[src/rtl/adc_conv_sched.sv]
// Round-robin conversion scheduler for the shared ADC mux and fixed-point converter.
// Define ADC_SCHED_TIMEOUT_EN to build the CONVERT-state timeout counter and error flags.
module adc_conv_sched #(
  parameter int FP_WIDTH       = 32,
  parameter int SETTLE_WIDTH   = 8,
  parameter int TIMEOUT_CYCLES = 1024
) (
  input  logic                    ADC_CLK,
  input  logic                    REG_RST_N,
  input  logic                    SYS_EN,
  input  logic [SETTLE_WIDTH-1:0] SETTLE_CYC,
  input  logic [1:0]              REQ,
  input  logic [1:0]              REQ_CH,
  input  logic                    ADC_DONE,
  input  logic [FP_WIDTH-1:0]     ADC_CAL_OUT,
  output logic                    ADC_SEL,
  output logic                    ADC_EN,
  output logic [FP_WIDTH-1:0]     ADC_RESULT,
  output logic [1:0]              RES_VALID,
  output logic                    RES_ERR,
  output logic                    BUSY,
  output logic                    ERR_TIMEOUT
);

  typedef enum logic [1:0] {
    IDLE    = 2'd0,
    SETTLE  = 2'd1,
    CONVERT = 2'd2,
    DELIVER = 2'd3
  } state_t;

  state_t                  state_q, state_d;
  logic                    sel_q, sel_d;
  logic                    en_q, en_d;
  logic                    chan_valid_q, chan_valid_d;
  logic                    prio_q, prio_d;
  logic                    grant_q, grant_d;
  logic                    busy_q, busy_d;
  logic [SETTLE_WIDTH-1:0] settle_q, settle_d;
  logic [FP_WIDTH-1:0]     result_q, result_d;
  logic [1:0]              valid_q, valid_d;

  logic grant_idx;
  logic grant_ch;
  logic need_settle;

  // prio_q names the requester that wins if both are asking.
  assign grant_idx   = REQ[prio_q] ? prio_q : ~prio_q;
  assign grant_ch    = REQ_CH[grant_idx];
  assign need_settle = (grant_ch != sel_q) || !chan_valid_q;

`ifdef ADC_SCHED_TIMEOUT_EN
  localparam int TMO_W = $clog2(TIMEOUT_CYCLES + 1);
  localparam logic [TMO_W-1:0] TMO_LAST = TMO_W'(TIMEOUT_CYCLES - 1);

  logic [TMO_W-1:0] tmo_q, tmo_d;
  logic             err_q, err_d;
  logic             err_sticky_q, err_sticky_d;
`endif

  always_comb begin
    state_d      = state_q;
    sel_d        = sel_q;
    en_d         = 1'b0;
    chan_valid_d = chan_valid_q;
    prio_d       = prio_q;
    grant_d      = grant_q;
    settle_d     = settle_q;
    result_d     = result_q;
    valid_d      = 2'b00;
    busy_d       = 1'b0;
`ifdef ADC_SCHED_TIMEOUT_EN
    tmo_d        = '0;
    err_d        = 1'b0;
    err_sticky_d = err_sticky_q;
`endif
    if (!SYS_EN) begin
      // Abort: mux state is kept so the next grant can skip the settle.
      state_d = IDLE;
    end else begin
      unique case (state_q)
        IDLE: begin
          if (|REQ) begin
            grant_d = grant_idx;
            sel_d   = grant_ch;
            if (need_settle && (SETTLE_CYC != '0)) begin
              state_d  = SETTLE;
              settle_d = SETTLE_CYC;
            end else begin
              state_d      = CONVERT;
              en_d         = 1'b1;
              chan_valid_d = 1'b1;
            end
          end
        end
        SETTLE: begin
          if (settle_q == SETTLE_WIDTH'(1)) begin
            state_d      = CONVERT;
            en_d         = 1'b1;
            chan_valid_d = 1'b1;
          end else begin
            settle_d = settle_q - SETTLE_WIDTH'(1);
          end
        end
        CONVERT: begin
          if (ADC_DONE) begin
            state_d  = DELIVER;
            result_d = ADC_CAL_OUT;
            valid_d  = grant_q ? 2'b10 : 2'b01;
            prio_d   = ~grant_q;
          end
`ifdef ADC_SCHED_TIMEOUT_EN
          else if (tmo_q == TMO_LAST) begin
            state_d      = DELIVER;
            result_d     = '0;
            valid_d      = grant_q ? 2'b10 : 2'b01;
            prio_d       = ~grant_q;
            err_d        = 1'b1;
            err_sticky_d = 1'b1;
          end
`endif
          else begin
            en_d = 1'b1;
`ifdef ADC_SCHED_TIMEOUT_EN
            tmo_d = tmo_q + TMO_W'(1);
`endif
          end
        end
        DELIVER: state_d = IDLE;
        default: state_d = IDLE;
      endcase
    end
    busy_d = (state_d != IDLE);
  end

  always_ff @(posedge ADC_CLK or negedge REG_RST_N) begin
    if (!REG_RST_N) begin
      state_q      <= IDLE;
      sel_q        <= 1'b1;
      en_q         <= 1'b0;
      chan_valid_q <= 1'b0;
      prio_q       <= 1'b0;
      grant_q      <= 1'b0;
      busy_q       <= 1'b0;
      settle_q     <= '0;
      result_q     <= '0;
      valid_q      <= 2'b00;
    end else begin
      state_q      <= state_d;
      sel_q        <= sel_d;
      en_q         <= en_d;
      chan_valid_q <= chan_valid_d;
      prio_q       <= prio_d;
      grant_q      <= grant_d;
      busy_q       <= busy_d;
      settle_q     <= settle_d;
      result_q     <= result_d;
      valid_q      <= valid_d;
    end
  end

`ifdef ADC_SCHED_TIMEOUT_EN
  always_ff @(posedge ADC_CLK or negedge REG_RST_N) begin
    if (!REG_RST_N) begin
      tmo_q        <= '0;
      err_q        <= 1'b0;
      err_sticky_q <= 1'b0;
    end else begin
      tmo_q        <= tmo_d;
      err_q        <= err_d;
      err_sticky_q <= err_sticky_d;
    end
  end

  assign RES_ERR     = err_q;
  assign ERR_TIMEOUT = err_sticky_q;
`else
  assign RES_ERR     = 1'b0;
  assign ERR_TIMEOUT = 1'b0;
`endif

  assign ADC_SEL    = sel_q;
  assign ADC_EN     = en_q;
  assign ADC_RESULT = result_q;
  assign RES_VALID  = valid_q;
  assign BUSY       = busy_q;

endmodule

[config.mk]
export PLATFORM = sky130hd
export DESIGN_NAME = adc_conv_sched
export DESIGN_NICKNAME = d
export VERILOG_FILES = /design/src/rtl/adc_conv_sched.sv
export SDC_FILE = /design/constraint.sdc
export NUM_CORES = 1
export LEC_CHECK = 0
export ABC_AREA = 1
export BUFFER_PORTS_ARGS = -buffer_cell sky130_fd_sc_hd__buf_2
export CORE_MARGIN = 2
export CORE_UTILIZATION = 30
export CTS_CLUSTER_DIAMETER = 120
export DETAILED_ROUTE_END_ITERATION = 16
export GPL_TIMING_DRIVEN = 1
export PLACE_DENSITY_LB_ADDON = 0.3
export SETUP_SLACK_MARGIN = 0.4
export SKIP_CTS_REPAIR_TIMING = 1
export SLEW_MARGIN = 20
export SYNTH_ARGS = -nofsm -noshare
export SYNTH_HDL_FRONTEND = slang
export SYNTH_SLANG_ARGS = --single-unit
[constraint.sdc]
create_clock -name ADC_CLK -period 1.25 [get_ports ADC_CLK]
set_input_delay 0.125 -clock ADC_CLK [delete_from_list [all_inputs] [get_ports ADC_CLK]]
set_output_delay 0.125 -clock ADC_CLK [all_outputs]
set_load 0.005 [all_outputs]
==> parameters.txt <==
Parameter                              Value

Power and ir drop
  Maximum ir drop on the vdd rail    0.888 mV
  Net switching fraction of the power    35.1%
  Total Power    8.71 mW
  Portion of total power attributed to the clock network    14.1%
  Portion of total power attributed to combinational logic    53.2%
  Power density over the cells    2360 nW/um^2
  Power spent charging and discharging nets    3.06 mW
  Reported leakage power    2.00 nW
  Internal Pwr Total    5.65 mW
  Flop pwr share    32.7%

CTS
  Inserted Clock Buffers    5
  CTS Buffer Depth    2
  Later-pin clock latency in the skew report    0.31 ns
  Maximum level of the CTS H-tree    2
  CTS tree    yes
  Clock slew at reported path FFs    0.10 ns
  Clock sink count    50
  Root cell of the clock tree    clkbuf_8

Timing
  Final hold vios    0
  Final worst-path cycle share    115%
  Final setup violating endpoints    45
  Min cycle time layout    1.44 ns
  Worst clock skew    0.0110 ns
  Unrepaired setup endpoints after global routing    true
  Highest clock frequency the design can meet    0.696 GHz
  Final Slew Violations    0
  Post-layout worst setup margin    -0.186 ns

Floorplanning
  Floorplan Core Area    7810 sq um
  Die outline width    94.4 um
  Overall die area    8910 sq um
  Number of ports placed on the die boundary    87
  Cell Rows    32
  Initial core utilization    31.4%
  Vertical extent of the die    94.4 um

Cells and area
  Fill cell instance count of the final layout    744
  Area of the multi-input gates    1200 sq um
  Most common cell after layout, fill and taps aside    buf_2
  Number of diodes    0
  Final design utilization    47.3%
  Total non-filler cell area in the finished layout    3690 sq um
  Most frequent cells in the layout    buf_2, buf_4, dfrtp_1, nand2_1, mux2_4
  Final layout net count    425
  Share of layout cells above drive strength 1    58.8%
  Syn-to-layout area delta    50.7%
  Area occupied by registers    1250 sq um

Critical path
  Arrival @ worst endpoint    1.68 ns
  Data required time at the worst endpoint    1.49 ns
  CP top delay family    simple AND/OR/NAND/NOR gates
  Kind of end point of the critical path    flip-flop
  Largest stage delay on the critical path    0.43 ns
  Worst-path fanout max    8
  Kind of launch point of the worst setup path    flip-flop
  Cells traversed along the worst timing path    inv_2 > nand2_4 > nand2_2 > nand2_1 > nand3_2 > nand3_2 > nand2_4 > nand2_8 > nand2_8 > nand2_1 > nand2_1
  Crit path top cell by count    nand2_1
  Combined buffer and inverter count along the critical path    1
  Slowest-stage cell, CP    dfrtp_1
  Critical setup path kind    reg2reg

Synthesis
  Number of enable-type register cells in the synthesized netlist    0
  Predominant post-synthesis flop cell    dfrtp_1
  FF+latch count, synth    50
  Post-synthesis instance area    2450 sq um
  Proportion of register bits with asynchronous set or reset after synthesis    100%
  Cell accounting for the most synthesized area    dfrtp_1
  Post-Synthesis Cells    230
  Number of unique standard cell types used by synthesis    27
  Number of warnings reported in the yosys synthesis log    0
  Cells taking the most area after synthesis    dfrtp_1, mux2_4, nand2_1
  Proportion of netlist area held by the largest area contributor    50.0%
  Sequential fraction of the synthesis area    51.1%
  Average size of a mapped cell    10.7 sq um

Placed design
  Final HPWL DP    4150 um
  Worst setup timing slack at the placement stage    -0.151 ns
  IO Port Bufs    84
  Dpl cell area    3280 sq um
  Routability Congestion    0.832

Drt
  Number of DRC markers after the initial detailed-route iteration    66
  DRC violation count after routing    0
  Total length of routed wires    6070 um
  Vias per Instance    4.39
  Routed vias    2100
  Average detailed-routed wire length per instance    12.7 um
  Number of detailed-route iterations in the first pass    6
  Routed Antenna Nets    0

Global routing
  Overflow left after global routing    0
  Number of global-route vias before repair    1986
  Antenna violations before repair    0
  Gr usage total    12.8%
  Wire length of the first global-routing pass    8980 um
  Maximum number of pins on one net before global-route repair    51

Flow run
  Max-cap violations    0

Status
  Violated checks    setup timing
  Outcome    finished with violations

Min path
  Min-delay worst type    in2reg
stage by stage:
stage	instances	hold slack, ns	TNS, ns
global route	478	0.0206	-5.46
finish	478	0.0377	-2.59
CTS	453	-0.214	-2.38
floorplan	231	-0.171	-0.280
detailed placement	445	0.136	-1.67
global placement	445	0.136	-1.70
synthesized netlist by cell type, types with 3 or more instances:
cell,count
nand3_1,25
o21ai_0,7
mux2_2,6
buf_6,3
mux2_4,26
a21oi_1,3
inv_1,21
dfrtp_1,49
nand2_1,51
nor2_1,13
nor2_2,3
power by group through the flow:
| stage | clock network, mW | logic, mW | registers, mW |
|---|---|---|---|
| after floorplan | 0 | 2.08 | 2.88 |
| after global placement | 0 | 3.75 | 2.84 |
| after detailed placement | 0 | 3.80 | 2.84 |
| after CTS | 1.28 | 3.81 | 2.83 |
| after global routing | 1.35 | 5.07 | 2.94 |
| final | 1.23 | 4.63 | 2.85 |
cell families after synthesis:
logic type / count (synthesis) / share of synthesized area [%]
simple gates: 104 / 20.3
flops: 50 / 51.1
mux: 32 / 18.7
buf+inv: 27 / 5.41
compound gates: 12 / 2.65
fa+ha+maj: 2 / 1.02
xor+xnor: 2 / 0.715
other cells: 1 / 0.153
layer usage:
metal | GRT usage, % | routed length [um] | up-vias | share of wire (%)
li1 | - | - | 1041 | -
met1 | 15.9 | 2510 | 988 | 41
met2 | 22.1 | 3120 | 62 | 51
met3 | 3.03 | 351 | 9 | 5.8
met4 | 3.99 | 87 | 0 | 1.4
met5 | 0 | 0 | - | 0
cell type report:
cell class	count	share of cell area, %
multi-input combinational	156	32.6
tap	102	3.45
clock buffer	6	2.24
timing repair buffer	141	24.6
clock inverter	2	1.05
sequential	50	33.9
inverter	21	2.13
final timing paths:
| path | start | end | slack [ns] | cells after the start |
|---|---|---|---|---|
| setup / recovery | prio_q | settle_q[0] | -0.19 | 11 |
| hold / removal | ADC_CAL_OUT[4] | ADC_RESULT[4] | 0.04 | 2 |
| setup reg to reg | prio_q | settle_q[0] | -0.19 | 11 |
| hold reg to reg | grant_q | RES_VALID[0] | 0.42 | 1 |
| max in group asynchronous | REG_RST_N | ADC_SEL | 0.63 | 3 |
| min in group asynchronous | REG_RST_N | ADC_RESULT[16] | 0.31 | 3 |
registers in the layout (all words and copies together), names as in the netlist:
| signal | count |
|---|---|
| ADC_SEL | 1 |
| ADC_RESULT | 32 |
| RES_VALID | 2 |
| prio_q | 1 |
| BUSY | 1 |
| settle_q | 8 |
| grant_q | 1 |
| state_q | 2 |
| chan_valid_q | 1 |
| ADC_EN | 1 |
Power figures use the tool's default switching activity.
